**config.mk**
```make
export PLATFORM = sky130hd
export DESIGN_NAME = prefix_add_pipe
export DESIGN_NICKNAME = d
export VERILOG_FILES = /design/src/rtl/prefix_add_pipe.sv
export SDC_FILE = /design/constraint.sdc
export NUM_CORES = 1
export LEC_CHECK = 0
export BUFFER_PORTS_ARGS = -buffer_cell sky130_fd_sc_hd__buf_2
export CAP_MARGIN = 20
export CORE_MARGIN = 2
export CORE_UTILIZATION = 55
export DETAILED_ROUTE_END_ITERATION = 8
export PLACE_DENSITY = 0.75
export SYNTH_ARGS = -nofsm -noshare
export SYNTH_HDL_FRONTEND = slang
export SYNTH_SLANG_ARGS = --single-unit
```
**constraint.sdc**
```tcl
create_clock -name clk -period 4.39 [get_ports clk]
set_input_delay 0.878 -clock clk [delete_from_list [all_inputs] [get_ports clk]]
set_output_delay 0.878 -clock clk [all_outputs]
set_load 0.005 [all_outputs]
```
**src/rtl/prefix_add_pipe.sv**
```systemverilog
// prefix_add_pipe: 3-stage pipelined 16-bit Kogge-Stone adder/subtractor.
// Stage 1 holds (P,G) after prefix levels 1-2, stage 2 holds G after levels
// 3-4, and stage 3 is the registered result. valid/ready handshakes on both
// sides; in_ready is combinational from out_ready through the stage chain.
module prefix_add_pipe #(
    parameter int WIDTH = 16,
    parameter int TAG_W = 4
) (
    input  logic             clk,
    input  logic             rst_n,
    input  logic             in_valid,
    output logic             in_ready,
    input  logic [WIDTH-1:0] in_a,
    input  logic [WIDTH-1:0] in_b,
    input  logic             in_sub,
    input  logic             in_cin,
    input  logic [TAG_W-1:0] in_tag,
    output logic             out_valid,
    input  logic             out_ready,
    output logic [WIDTH-1:0] out_sum,
    output logic             out_cout,
    output logic             out_ovf,
    output logic             out_zero,
    output logic [TAG_W-1:0] out_tag
);

    // Prefix distances of the four Kogge-Stone levels.
    localparam int unsigned D1 = 32'd1;
    localparam int unsigned D2 = 32'd2;
    localparam int unsigned D3 = 32'd4;
    localparam int unsigned D4 = 32'd8;

    typedef struct packed {
        logic [WIDTH-1:0] p;
        logic [WIDTH-1:0] g;
    } pg_t;

    // One black-cell level at distance d. Bits below d pass through: the
    // shifted-in generate bits are zero and the low mask keeps P unchanged.
    function automatic pg_t black_level(input pg_t x, input int unsigned d);
        pg_t              y;
        logic [WIDTH-1:0] low_mask;
        low_mask = ~({WIDTH{1'b1}} << d);
        y.g      = x.g | (x.p & (x.g << d));
        y.p      = x.p & ((x.p << d) | low_mask);
        return y;
    endfunction

    // ---------------- combinational signals ----------------
    logic [WIDTH-1:0] b_eff_s;
    logic             c0_s;
    logic [WIDTH-1:0] half_s;
    pg_t              pre_s;
    pg_t              lvl2_s;
    pg_t              lvl3_s;
    logic [WIDTH-1:0] lvl4_g_s;
    logic [WIDTH-1:0] sum_s;
    logic             cout_s;
    logic             ovf_s;
    logic             zero_s;
    logic             s1_free_s;
    logic             s2_free_s;
    logic             s3_free_s;

    // ---------------- stage registers ----------------
    logic             s1_v_r;
    pg_t              s1_pg_r;
    logic [WIDTH-1:0] s1_h_r;
    logic             s1_a15_r;
    logic             s1_b15_r;
    logic             s1_c0_r;
    logic [TAG_W-1:0] s1_tag_r;

    logic             s2_v_r;
    logic [WIDTH-1:0] s2_g_r;
    logic [WIDTH-1:0] s2_h_r;
    logic             s2_a15_r;
    logic             s2_b15_r;
    logic             s2_c0_r;
    logic [TAG_W-1:0] s2_tag_r;

    logic             out_valid_r;
    logic [WIDTH-1:0] out_sum_r;
    logic             out_cout_r;
    logic             out_ovf_r;
    logic             out_zero_r;
    logic [TAG_W-1:0] out_tag_r;

    // Stage occupancy chain: a stage can load when empty or when its content moves on.
    always_comb begin
        s3_free_s = ~out_valid_r | out_ready;
        s2_free_s = ~s2_v_r | s3_free_s;
        s1_free_s = ~s1_v_r | s2_free_s;
    end

    assign in_ready = s1_free_s;

    // Pre-processing and prefix levels 1-2; carry-in is folded into bit 0's generate.
    always_comb begin
        b_eff_s    = in_sub ? ~in_b : in_b;
        c0_s       = in_sub ? 1'b1 : in_cin;
        half_s     = in_a ^ b_eff_s;
        pre_s.g    = in_a & b_eff_s;
        pre_s.g[0] = (in_a[0] & b_eff_s[0]) | (half_s[0] & c0_s);
        pre_s.p    = half_s;
        pre_s.p[0] = 1'b0;
        lvl2_s     = black_level(black_level(pre_s, D1), D2);
    end

    // Prefix levels 3-4; the final level only needs G, since P is dead afterwards.
    always_comb begin
        lvl3_s   = black_level(s1_pg_r, D3);
        lvl4_g_s = lvl3_s.g | (lvl3_s.p & (lvl3_s.g << D4));
    end

    // Post-processing: G[i-1] is the carry into bit i, G[15] the carry out.
    always_comb begin
        sum_s[0]         = s2_h_r[0] ^ s2_c0_r;
        sum_s[WIDTH-1:1] = s2_h_r[WIDTH-1:1] ^ s2_g_r[WIDTH-2:0];
        cout_s           = s2_g_r[WIDTH-1];
        ovf_s            = (s2_a15_r == s2_b15_r) & (sum_s[WIDTH-1] != s2_a15_r);
        zero_s           = (sum_s == {WIDTH{1'b0}});
    end

    // Stage 1 register: accepts a new operation whenever it is free.
    always_ff @(posedge clk) begin
        if (!rst_n) begin
            s1_v_r   <= 1'b0;
            s1_pg_r  <= {2*WIDTH{1'b0}};
            s1_h_r   <= {WIDTH{1'b0}};
            s1_a15_r <= 1'b0;
            s1_b15_r <= 1'b0;
            s1_c0_r  <= 1'b0;
            s1_tag_r <= {TAG_W{1'b0}};
        end else if (s1_free_s) begin
            s1_v_r <= in_valid;
            if (in_valid) begin
                s1_pg_r  <= lvl2_s;
                s1_h_r   <= half_s;
                s1_a15_r <= in_a[WIDTH-1];
                s1_b15_r <= b_eff_s[WIDTH-1];
                s1_c0_r  <= c0_s;
                s1_tag_r <= in_tag;
            end
        end
    end

    // Stage 2 register: takes stage 1 content when free, holds otherwise.
    always_ff @(posedge clk) begin
        if (!rst_n) begin
            s2_v_r   <= 1'b0;
            s2_g_r   <= {WIDTH{1'b0}};
            s2_h_r   <= {WIDTH{1'b0}};
            s2_a15_r <= 1'b0;
            s2_b15_r <= 1'b0;
            s2_c0_r  <= 1'b0;
            s2_tag_r <= {TAG_W{1'b0}};
        end else if (s2_free_s) begin
            s2_v_r <= s1_v_r;
            if (s1_v_r) begin
                s2_g_r   <= lvl4_g_s;
                s2_h_r   <= s1_h_r;
                s2_a15_r <= s1_a15_r;
                s2_b15_r <= s1_b15_r;
                s2_c0_r  <= s1_c0_r;
                s2_tag_r <= s1_tag_r;
            end
        end
    end

    // Output register: result fields only change when a new result is loaded.
    always_ff @(posedge clk) begin
        if (!rst_n) begin
            out_valid_r <= 1'b0;
            out_sum_r   <= {WIDTH{1'b0}};
            out_cout_r  <= 1'b0;
            out_ovf_r   <= 1'b0;
            out_zero_r  <= 1'b0;
            out_tag_r   <= {TAG_W{1'b0}};
        end else if (s3_free_s) begin
            out_valid_r <= s2_v_r;
            if (s2_v_r) begin
                out_sum_r  <= sum_s;
                out_cout_r <= cout_s;
                out_ovf_r  <= ovf_s;
                out_zero_r <= zero_s;
                out_tag_r  <= s2_tag_r;
            end
        end
    end

    assign out_valid = out_valid_r;
    assign out_sum   = out_sum_r;
    assign out_cout  = out_cout_r;
    assign out_ovf   = out_ovf_r;
    assign out_zero  = out_zero_r;
    assign out_tag   = out_tag_r;

endmodule

```
======== Yosys cells after proc, flatten, opt, wreduce, memory -nomap -nowiden ========
Cells that the tools add are included.
W data, S select, Z words.
cells by class
  reduce and logical (&&, ||, !) cells .... 4
  equal/unequal tests ..................... 2
  muxes and demuxes ....................... 2
  bitwise operators ....................... 26
operators by type and width
  cell               number
  $and A16 B16 Y16   8
  $or A16 B16 Y16    4
  $logic_not A16 Y1  1
  $mux W16           1
  $not A16 Y16       1
  $xor A16 B16 Y16   1
  $xor A15 B15 Y15   1
  $reduce_and A2 Y1  3
  $or A1 B1 Y1       4
  $and A1 B1 Y1      3
  $not A1 Y1         3
  $eq A1 B1 Y1       1
  $mux W1            1
  $ne A1 B1 Y1       1
  $xor A1 B1 Y1      1
storage, ports and cells
  output and inout port bits .............. 25
  register bits after elaboration ......... 120
  logic and storage cells ................. 55
  input bits .............................. 42

======== Logic depth before layout (Yosys ltp) ========
Gate-level depths: netlist of the first run.
  depth after elaboration ................. 9
  depth in mapped cells ................... 8
  gate-level depth less buffers ........... 6

======== Worst setup path before layout of the first run ========
No wires, ideal clock.
  path kind ............................... input-to-reg
  start ................................... in in_sub
  end ..................................... reg s1_pg_r[4] (netlist name)
  data arrival time ....................... 2302 ps
  data required time ...................... 4272 ps
  path buffers ............................ 2
  slack ................................... 1970 ps
  library setup time ...................... 118 ps
  stages on the path ...................... 8
  path through ............................ buf_2 buf_2 xor2_1 ha_1 a21o_1 a21o_1 a21oi_1 a21oi_1
on the way
  longest elaborated chain between the ends .. 6
  elaborated cells on any way between the ends .. 8
  those cells by class .................... mux: 1; bitwise: 7
RTL lines
  what                    line  text
  start: declaration      15    input logic in_sub,
  $mux W16                100   b_eff_s = in_sub ? ~in_b : in_b;
  $xor A16 B16 Y16        102   half_s = in_a ^ b_eff_s;
  net half_s[2]           52    logic [WIDTH-1:0] half_s;
  $and A16 B16 Y16        44    y.g = x.g | (x.p & (x.g << d));
  $or A16 B16 Y16         44
  $and A16 B16 Y16        44
  $or A16 B16 Y16         44
  end signal: assignment  129   s1_pg_r <= {2*WIDTH{1'b0}};
  end signal: assignment  138   s1_pg_r <= lvl2_s;
  end: declaration        67    pg_t s1_pg_r;
The timed path passes the listed nets, and every way through them passes these cells.
A chain may end at the register's enable or synchronous reset.

======== Final worst setup path of the first run ========
  start ................................... in out_ready
  end ..................................... out in_ready
on the way
  longest elaborated chain between the ends .. 3
RTL lines
  what                line  text
  start: declaration  19    input logic out_ready,
  $or A1 B1 Y1        91    s3_free_s = ~out_valid_r | out_ready;
  $or A1 B1 Y1        92    s2_free_s = ~s2_v_r | s3_free_s;
  $or A1 B1 Y1        93    s1_free_s = ~s1_v_r | s2_free_s;
  end: declaration    12    output logic in_ready,
No other way between the ends.

==> run summary, run 1 <==
The via count of the routed design was 4326; the via count of the first global-routing pass was 4067. The worst setup path is launched from an input pin. sky130_fd_sc_hd__nand2_1 is the most common cell in the netlist. The critical path ends at in_ready. In this run the static leakage power is 2.45 nW. The critical path start-end classification is input pin to primary output. The H-tree level count is 4, and the final-layout fill cell count is 729. By area the synthesized netlist is led by sky130_fd_sc_hd__dfxtp_1 47%, sky130_fd_sc_hd__a21oi_1 11%, sky130_fd_sc_hd__nand2_1 10%. The remaining max-slew budget at the tightest pin is 0.518, and the number of nets with antenna violations after routing is 0.

The final layout contains routed wiring with a total length of 11200 um. Layer with the highest usage: met2. The worst-margin pin slew works out to 722 ps.

The area added between synthesis and finish was 20.6%; the first-pass GRT wire length was 19100 um. The tools report the total clock buffers created by CTS as 17. The total routing resource utilization after global routing came out at 0.244. The logs give 0 for the DRC violation count after routing and 67 for the boundary pin count. The die outline area is 9730 um^2. The post-route clock period utilization came out at 0.526. The footprint of the flip-flops and latches was 2320 um^2. IR analysis of the VDD net gives a maximum drop of 0.000299 V. The area inside the core boundary was 8720 um^2.

Proportion of layout cells with a drive suffix above 1: 0.159. After routing the design area is 5940 um^2. The run gives 2080 ps as the worst setup slack after layout.

The met1 demand-to-capacity share in global routing was 0.320; the worst setup skew after layout was 7.56 ps. The proportion of synthesized flip-flops having asynchronous set or reset came out at 0. The endpoint identified for the worst register-to-register timing path is s1_pg_r[2]$_SDFFE_PN0P_. Setup repair after global routing left no endpoint under its margin. The mean instance size in the synthesized netlist was 8.12 um^2. The worst setup path is captured at a primary output. The run finished with clean final reports. In the final routed layout, each cell accounts on average for 14.3 um. The logs give 0 for the final setup violation count and 607 for the number of instances in the synthesized netlist. The HPWL after detailed placement is 7260 um. Before antenna repair, the detailed router went through 5 iterations. The biggest fanout along the worst timing path was 4; the antenna cell count was 0. Hold repair after CTS inserted 0 buffers.

The fraction of met2 tracks used by global routing is 0.402. The area share of the leading cell type in the synthesized netlist was 0.471; the net count of the mapped netlist was 665. The effective utilization at floorplan is 0.565.

Timing analysis after detailed placement gives a worst setup slack of 1870 ps. For the worst flop-to-flop path, the logic depth is 5. The clock latency at the later pin of the worst-skew pair is 520 ps, and the Yosys warning count is 0.

Sorting the synthesized cells by how often they occur yields 134 x sky130_fd_sc_hd__nand2_1, 116 x sky130_fd_sc_hd__dfxtp_1, 108 x sky130_fd_sc_hd__a21oi_1. For the count of distinct cell types in the synthesized netlist, the log shows 29. Tracing the worst setup path back leads to its startpoint at out_ready. Timing would allow up to 433 MHz. The biggest area contributor in the post-synthesis netlist is sky130_fd_sc_hd__dfxtp_1.

The logs give 2810 ps for the setup slack of the worst register-to-register path and 3510 ps for the endpoint required time on the critical path. Routability-driven placement finished with a final weighted congestion of 0.785. Yosys mapped a number of flops with a built-in enable equal to 0.

The most used flip-flop cell after synthesis is sky130_fd_sc_hd__dfxtp_1. The root buffer cell was sky130_fd_sc_hd__clkbuf_8. The final critical-path required period came out at 2310 ps. The power per cell area is 506 nW/um^2. Clock-pin slew was measured on the worst setup and hold paths at 60 ps. The vertical die dimension was 98.7 um. After detailed routing, the number of vias per cell comes to 5.52.

Across the run, the number of max-cap violations was 0. The number of buffers inserted by port buffering is 66. The logs give 0 for the sum of overflow across all layers after global routing and 0 for the post-CTS setup repair buffer count. In the final layout, the multi-input gates occupy 2380 um^2. After synthesis the netlist holds a flip-flop and latch count of 116.

In this run the critical register-to-register path is launched from s1_v_r$_SDFFE_PN0N_. TritonCTS built the clock tree. The post-cts gate resize count is 0, and the pin count of the biggest net entering global routing is 54. Path category of the worst min-delay check: flop to flop. The number of endpoints with negative hold slack in the final report was 0; the instance area at placement was 5220 um^2. Share of the yosys chip area belonging to registers: 0.471. The clock net in this run drives a total of 116 sinks. For the layout net count, the log shows 720.

For the number of standard-cell rows in the floorplan, the log shows 34. The met3 track demand over resource was 0.0553. The die outline width came out at 98.7 um. The run gives 0 as the total count of max-transition violations in the final report.

STA puts the critical path data arrival time at 1430 ps. The longest clock path from root to sink contains 2 buffers. The area of the mapped netlist was 4930 um^2. The setup TNS was 0 ps; the number of antenna violations at the first check in global routing was 0.

The detailed router finished its first iteration with 207 violations.
critical path, cell delays in order:
cell and delay [ps]:
sky130_fd_sc_hd__buf_2 110, sky130_fd_sc_hd__nand4b_2 260, sky130_fd_sc_hd__buf_2 180
power by group:
part | internal, W | switching (W) | total, W
clock network | 0.00104 | 0.000501 | 0.00154
registers | 0.00111 | 0.0000339 | 0.00114
logic | 0.000130 | 0.000192 | 0.000321
per-layer routing:
metal,share of wire,routed length (um)
met1,0.46,5110
met2,0.49,5450
met3,0.049,545
met4,0.0090,101
met5,0,0
worst min path at each step:
| stage | startpoint | endpoint | slack (ps) | depth (start not counted) |
|---|---|---|---|---|
| floorplan | s2_g_r[15]$_SDFFE_PN0P_ | out_cout$_SDFFE_PN0P_ | 430 | 2 |
| global placement | s1_pg_r[22]$_SDFFE_PN0P_ | s1_pg_r[22]$_SDFFE_PN0P_ | 440 | 2 |
| detailed placement | s1_h_r[8]$_SDFFE_PN0P_ | s2_h_r[8]$_SDFFE_PN0P_ | 440 | 2 |
| CTS | s1_h_r[8]$_SDFFE_PN0P_ | s2_h_r[8]$_SDFFE_PN0P_ | 450 | 2 |
| global route | s1_h_r[6]$_SDFFE_PN0P_ | s2_h_r[6]$_SDFFE_PN0P_ | 460 | 2 |
| finish | s1_pg_r[24]$_SDFFE_PN0P_ | s1_pg_r[24]$_SDFFE_PN0P_ | 450 | 2 |
kinds of logic after synthesis:
| family | Yosys count | share of synthesized area |
|---|---|---|
| buffers and inverters | 42 | 0.0462 |
| DFF | 116 | 0.471 |
| AOI/OAI and AO/OA | 164 | 0.180 |
| xor gates and xnor gates | 32 | 0.0569 |
| adders and majority gates | 16 | 0.0406 |
| and+or+nand+nor | 237 | 0.205 |
area by class of cell:
type / count / share of cell area
Timing Repair Buffer: 73 / 0.0711
Clock inverter: 15 / 0.0427
Inverter: 5 / 0.00316
Clock buffer: 17 / 0.0697
Tap cell: 108 / 0.0227
Sequential cell: 116 / 0.391
Multi-Input combinational cell: 449 / 0.400
stage by stage:
step	std cells	total power, W	utilization	hold slack (ps)
after floorplan	607	0.00139	-	429
after global placement	749	0.00147	0.599	438
after detailed placement	749	0.00148	0.599	443
after CTS	781	0.00301	0.675	451
after global routing	783	0.00311	0.682	464
final	783	0.00301	0.682	452
cell usage in the layout, fill, tap and decap left out, drive strengths merged, types with 7 or more instances in the layout:
cell type	n
nor2b	11
a21o	10
and2	7
a211oi	14
dfxtp	116
nor3	15
ha	16
clkbuf	17
nand4	9
a21oi	108
nand2	134
xnor2	13
buf	73
o21ai	31
nor2	49
xor2	19
sequential cells by signal, summed over array words and instances (netlist names), 4 cells and up:
signal and count:
out_tag 4, s1_h_r 16, s1_tag_r 4, s2_tag_r 4, out_sum 16, s2_g_r 16, s1_pg_r 28, s2_h_r 16
Power figures use the tool's default switching activity.
==> run 2: changes to the inputs <==
- clock period: 4.39 -> 2.16 ns (I/O delays scaled with it)
==> run 2 against run 1 <==
Sequential cell count is the same. Power grew 89%. Wire length grew 2.8%. Setup slack lost 1600 ps. Clock skew shrank 2.0 ps. Global-route usage grew 0.32 points. Combinational power grew 110%. Sequential power grew 100%. Largest power group unchanged. Non-clock buffer count grew 5. Register-to-register slack lost 2200 ps. First-iteration DRC count grew 30%. Die area is the same.
==> run summary, run 2 (same netlist as run 1, synthesis figures left out) <==
The switching part of the total was 0.239 (-0.00225). The clock-pin slew reported for the worst setup and hold paths after clock tree synthesis is 50 ps (about the same), and the die outline area is 9730 um^2 (unchanged). Arrival time of the worst setup path: 1240 ps (-190 ps). The number of endpoints with negative hold slack in the final report was 0 (unchanged); the antenna cell count was 0 (unchanged).

The final critical-path required period is 1670 ps. For the layout net count, the log shows 725 (+0.69%). For the part of the power in the clock network, the log shows 0.474 (-0.038).

The tools report the count of maximum capacitance violations as 0 (unchanged). In the layout the commonest cells are 134 x sky130_fd_sc_hd__nand2_1, 116 x sky130_fd_sc_hd__dfxtp_1, 108 x sky130_fd_sc_hd__a21oi_1. The via count of the routed design was 4339 (+0.30%); the static leakage power was 2.46 nW (+0.44%).

The logs give 4154 (+2.1%) for the via count of the first global-routing pass and 2380 um^2 (unchanged) for the multi-input logic area. The die outline width is 98.7 um (unchanged). The total clock buffers created by CTS came out at 17 (unchanged).

The worst setup skew after layout came out at 5.60 ps (-1.96 ps). Setup repair after global routing left no endpoint under its margin. The area inside the core boundary was 8720 um^2 (unchanged); the biggest fanout along the worst timing path was 5 (+1). The logs give 0 (unchanged) for the total count of max-transition violations in the final report and 19300 um (+0.83%) for the first-pass GRT wire length. The remaining max-slew budget at the tightest pin came out at 0.649 (+0.131). Ranked by flip-flop count, first place goes to s1_pg_r. The proportion of layout cells with a drive suffix above 1 is 0.159 (+0.000539).

The wire length per cell after detailed routing is 14.6 um (+2.3%). The effective utilization at floorplan is 0.565 (unchanged). The number of buffers inserted by port buffering works out to 66 (unchanged). The logs give 598 MHz for the maximum clock rate and 728 (-0.14%) for the final-layout fill cell count. The total clock sinks is 116 (unchanged), and the footprint of the flip-flops and latches is 2320 um^2 (unchanged). The design internal power came out at 0.00433 W (+90%).

For the hold buffer count at CTS, the log shows 0 (unchanged). Number of cell instances on the worst register-to-register path: 5 (unchanged). The cell depth of the worst min-delay path works out to 3 (+1). The worst register-to-register path begins at s2_v_r$_SDFFE_PN0P_. The boundary pin count was 67 (unchanged). The min-delay analysis places its worst path in the category input pin to flop. The number of nets with antenna violations after routing is 0 (unchanged), and the switching power of the nets is 0.00136 W (+87%).

The setup TNS came out at 0 ps (unchanged). The post-route clock period utilization was 0.774. The worst setup path is launched from a flop. Proportion of power drawn by flip-flops and latches: 0.409 (+0.028). Most frequent standard cell in the layout excluding fill and tap cells: sky130_fd_sc_hd__nand2_1. TritonCTS built the clock tree. Sum of overflow across all layers after global routing: 0 (unchanged). For the setup slack of the worst register-to-register path, the log shows 650 ps (-2160 ps). The vertical die dimension was 98.7 um (unchanged); the worst hold slack across all endpoints was 170 ps (-282 ps).

The total routing resource utilization after global routing is 0.247 (+0.00321), and the power per cell area is 961 nW/um^2 (+90%). Final setup violation count: 0 (unchanged). Post-cts gate resize count: 0 (unchanged). Number of detailed-routing iterations run before antenna repair: 7 (+2). The worst hold path terminates at s1_tag_r[2]$_SDFFE_PN0P_. The combinational fraction of design power is 0.117 (+0.010), and the DRC violation count after routing is 0 (unchanged).

The post-route core utilization was 0.679 (-0.00273); the number of standard-cell rows in the floorplan was 34 (unchanged). The count of routing violations after the opening detailed-route iteration was 269 (+30%). The endpoint required time on the critical path was 1730 ps (-1780 ps).

The flip-flop count of the largest register, all copies and words added came out at 28 (unchanged). The vias per cell was 5.51 (-0.21%); the clock latency at the later pin of the worst-skew pair was 510 ps (about the same). The logs give 11500 um (+2.8%) for the aggregate routed wire length and 54 (unchanged) for the pin count of the biggest net entering global routing. The startpoint of the lowest-slack hold path was in_tag[2]. The run gives 4 (unchanged) as the H-tree level count. Endpoint of the most critical register-to-register path: s1_pg_r[26]$_SDFFE_PN0P_. The area added between synthesis and finish was 20.2%; the worst-margin pin slew was 527 ps (-195 ps). The flow ran to the end, and the final reports show no timing, DRC or antenna violations. The number of antenna violations at the first check in global routing came out at 0 (unchanged). The number of buffers on the longest clock path is 2 (unchanged), and the post-CTS setup repair buffer count is 0 (unchanged).

The worst setup path is of the flop to primary output kind. STA classifies the critical path endpoint as a primary output. The logs give 7460 um (+2.7%) for the HPWL after detailed placement and 0.775 (-1.2%) for the global placer's final weighted congestion. For the worst IR drop on VDD, the log shows 0.000641 V (+110%). Root buffer cell: sky130_fd_sc_hd__clkbuf_8.
-- run 2: routing by layer --
layer  global-route usage  up-vias  part of all wire
li1                     -     2178                 -
met1                0.311     2016              0.45
met2                0.419      136              0.49
met3               0.0567        9             0.051
met4               0.0843        0            0.0084
met5                    0        -                 0
-- run 2: worst max-delay path by stage --
| stage | start | to | cells past startpoint |
|---|---|---|---|
| 2_1_floorplan | in_sub | s1_pg_r[4]$_SDFFE_PN0P_ | 8 |
| 3_5_place_dp | in_sub | s1_pg_r[30]$_SDFFE_PN0P_ | 7 |
| 5_1_grt | out_valid$_SDFFE_PN0P_ | in_ready | 2 |
| 4_1_cts | out_valid$_SDFFE_PN0P_ | in_ready | 2 |
| 6_report | s2_v_r$_SDFFE_PN0P_ | in_ready | 2 |
| 3_3_place_gp | in_sub | s1_pg_r[30]$_SDFFE_PN0P_ | 7 |
-- run 2: worst max-delay path: stages, from the launching register on --
cell and delay (ps):
sky130_fd_sc_hd__dfxtp_1 390, sky130_fd_sc_hd__nand4b_2 170, sky130_fd_sc_hd__buf_2 170
-- run 2: area by class of cell --
cell class	instances	share of cell area
Clock buffer	29	0.0928
Clock inverter	2	0.00592
Inverter	5	0.00317
Multi-Input combinational cell	449	0.402
Sequential cell	116	0.392
Tap cell	108	0.0228
Timing Repair Buffer	78	0.0816
-- run 2: power groups by stage --
stage	registers (W)	clock network (W)	logic (W)
floorplan	0.00236	0	0.000466
global placement	0.00236	0	0.000642
detailed placement	0.00237	0	0.000654
CTS	0.00233	0.00272	0.000664
global route	0.00234	0.00283	0.000748
finish	0.00233	0.00269	0.000666
-- run 2: stage by stage --
stage                     setup WS [ps]  std cells  total power, W  area, um^2
final                               488        787         0.00569        5920
after global routing                419        787         0.00592        5920
after CTS                           461        787         0.00571        5920
after detailed placement            269        756         0.00302        5340
after global placement              284        756         0.00301        5340
after floorplan                     186        607         0.00282        4930
==> run 3: changes to the inputs <==
- clock period: 2.16 -> 1.7 ns (I/O delays scaled with it)
==> run 3 against run 2 <==
Count of clock-buffer cells in the layout shrank 2. Clock power grew 16%. Largest power group unchanged. First-iteration DRC count grew 13%. Sequential share of layout area fell by 0.23 points. Clock skew is 1.8 ps higher. Non-clock buffer count rose by 10.
==> run summary, run 3 (same netlist as run 1, synthesis figures left out) <==
The run finished with clean final reports. The tools report the worst setup skew after layout as 7.42 ps (+1.83 ps). The number of nets with antenna violations after routing was 0 (unchanged); the maximum clock rate was 627 MHz.

The sum of overflow across all layers after global routing came out at 0 (unchanged). The run gives 17 (unchanged) as the total clock buffers created by CTS. The vertical die dimension works out to 98.7 um (unchanged). The HPWL after detailed placement came out at 7420 um (-0.49%).

Setup repair after global routing left no endpoint under its margin. Post-CTS setup repair buffer count: 0 (unchanged). H-tree level count: 4 (unchanged). The first-pass GRT wire length is 18800 um (-2.5%), and the area added between synthesis and finish is 20.9%.

The aggregate routed wire length was 11200 um (-3.0%); the post-cts gate resize count was 0 (unchanged). TritonCTS built the clock tree. The proportion of power drawn by flip-flops and latches came out at 0.424 (+0.015). The total count of max-transition violations in the final report was 0 (unchanged); the biggest fanout along the worst timing path was 5 (unchanged).

The post-route clock period utilization came out at 0.938. The design internal power was 0.00527 W (+22%). Flip-flop count of the largest register, all copies and words added: 28 (unchanged).

The count of maximum capacitance violations was 0 (unchanged); the clock latency at the later pin of the worst-skew pair was 500 ps (about the same). The count of routing violations after the opening detailed-route iteration is 303 (+13%), and the endpoint required time on the critical path is 1360 ps (-370 ps). The root buffer cell is sky130_fd_sc_hd__clkbuf_8. The worst IR drop on VDD was 0.000748 V (+17%). The tools report the number of endpoints with negative hold slack in the final report as 0 (unchanged). The logs give 0 (unchanged) for the number of antenna violations at the first check in global routing and 8720 um^2 (unchanged) for the area inside the core boundary. The power per cell area came out at 1170 nW/um^2 (+22%). The run gives 98 (+81%) as the pin count of the biggest net entering global routing.

Register with the highest flop count: s1_pg_r. The tools report the via count of the first global-routing pass as 4004 (-3.6%). The part of the power in the clock network came out at 0.447 (-0.027). The proportion of layout cells with a drive suffix above 1 is 0.170 (+0.0108). Number of buffers on the longest clock path: 2 (unchanged). The number of buffers inserted by port buffering works out to 66 (unchanged).

Leaving out fill and tap cells, the most frequent cell in the layout is sky130_fd_sc_hd__nand2_1. The count of non-filler cells in the finished layout came out at 797 (+1.3%). The combinational fraction of design power was 0.129 (+0.012). The switching power of the nets came out at 0.00171 W (+26%). Global placer's final weighted congestion: 0.771 (-0.57%).

The wire length per cell after detailed routing was 14.0 um (-4.3%); the number of standard-cell rows in the floorplan was 34 (unchanged). STA classifies the critical path startpoint as a flop. The antenna cell count was 0 (unchanged). The post-route core utilization came out at 0.683 (+0.00402). The DRC violation count after routing came out at 0 (unchanged). The clock-pin slew reported for the worst setup and hold paths after clock tree synthesis was 50 ps (about the same); the remaining max-slew budget at the tightest pin was 0.694 (+0.0450). Switching part of the total: 0.245 (+0.00579). The setup path with the least slack is of type flop to primary output. The worst-margin pin slew works out to 458 ps (-69.0 ps). The tools report the layout net count as 735 (+1.4%). The library cells used most frequently in the layout, excluding fill and tap cells, are 134 x sky130_fd_sc_hd__nand2_1, 116 x sky130_fd_sc_hd__dfxtp_1, 108 x sky130_fd_sc_hd__a21oi_1. The worst path in the final design needs a cycle of 1590 ps, including I/O delays and setup. Total routing resource utilization after global routing: 0.236 (-0.0110).

Effective utilization at floorplan: 0.565 (unchanged). The number of detailed-routing iterations run before antenna repair is 6 (-1), and the static leakage power is 2.49 nW (+1.2%). The number of placed instances with taps included was 766 (+1.3%); the die outline width was 98.7 um (unchanged).

Vias per cell: 5.43 (-1.6%). The path category of the worst min-delay check is input pin to flop. The tools report the capturing element type of the critical path as a primary output. The boundary pin count is 67 (unchanged). The hold buffer count at CTS was 0 (unchanged); the final setup violation count was 0 (unchanged).

Via count of the routed design: 4326 (-0.30%). The tools report the final-layout fill cell count as 719 (-1.2%). The die outline area is 9730 um^2 (unchanged). The tools report the total clock sinks as 116 (unchanged). The arrival time of the worst setup path is 1250 ps (about the same).
## run 3: changes by cell type in the layout (fill, tap and decap cells not counted), sizes merged
cell,delta
buf,+10
bufinv,-1
clkbuf,-2
clkinv,+3
## run 3: metrics by stage
step	TNS [ps]	hold WS [ps]	setup WS [ps]	power, W	area, um^2
after floorplan	0	429	9.81	0.00359	4950
after global placement	0	439	38.6	0.00388	5420
after detailed placement	-71.1	443	-29.3	0.00390	5420
after CTS	0	69.1	94.0	0.00700	5960
after global routing	0	81.7	47.7	0.00725	5960
final	0	86.9	105	0.00698	5960
## run 3: area by class of cell
cell class,count,area [um^2],share of cell area
Tap cell,108,135,0.0227
Timing Repair Buffer,88,571,0.0958
Clock inverter,4,20.0,0.00336
Inverter,5,18.8,0.00315
Multi-Input combinational cell,449,2380,0.399
Clock buffer,27,512,0.0859
Sequential cell,116,2320,0.390
## run 3: critical path, cell delays in order, from the launching register on
cell,delay (ps)
sky130_fd_sc_hd__dfxtp_1,400
sky130_fd_sc_hd__nand4b_2,180
sky130_fd_sc_hd__buf_2,170
## run 3: final timing paths
| check | start | cells after the start | slack, ps | to |
|---|---|---|---|---|
| max | s2_v_r$_SDFFE_PN0P_ | 2 | 110 | in_ready |
| min | in_tag[2] | 3 | 90 | s1_tag_r[2]$_SDFFE_PN0P_ |
| max reg2reg | s2_v_r$_SDFFE_PN0P_ | 5 | 230 | s2_g_r[12]$_SDFFE_PN0P_ |
| min reg2reg | s1_h_r[13]$_SDFFE_PN0P_ | 2 | 450 | s2_h_r[13]$_SDFFE_PN0P_ |
## run 3: per-layer routing
layer | GRT usage | vias to the layer above | wire length, um
li1 | - | 2195 | -
met1 | 0.313 | 1991 | 5100
met2 | 0.395 | 134 | 5370
met3 | 0.0511 | 6 | 644
met4 | 0.0611 | 0 | 57
met5 | 0 | - | 0
## run 3: power by group through the flow
stage,Combinational (W),Sequential [W],Clock [W]
floorplan,0.000597,0.00299,0
global route,0.00101,0.00297,0.00327
detailed placement,0.000888,0.00301,0
global placement,0.000872,0.00301,0
CTS,0.000900,0.00296,0.00315
finish,0.000900,0.00296,0.00312
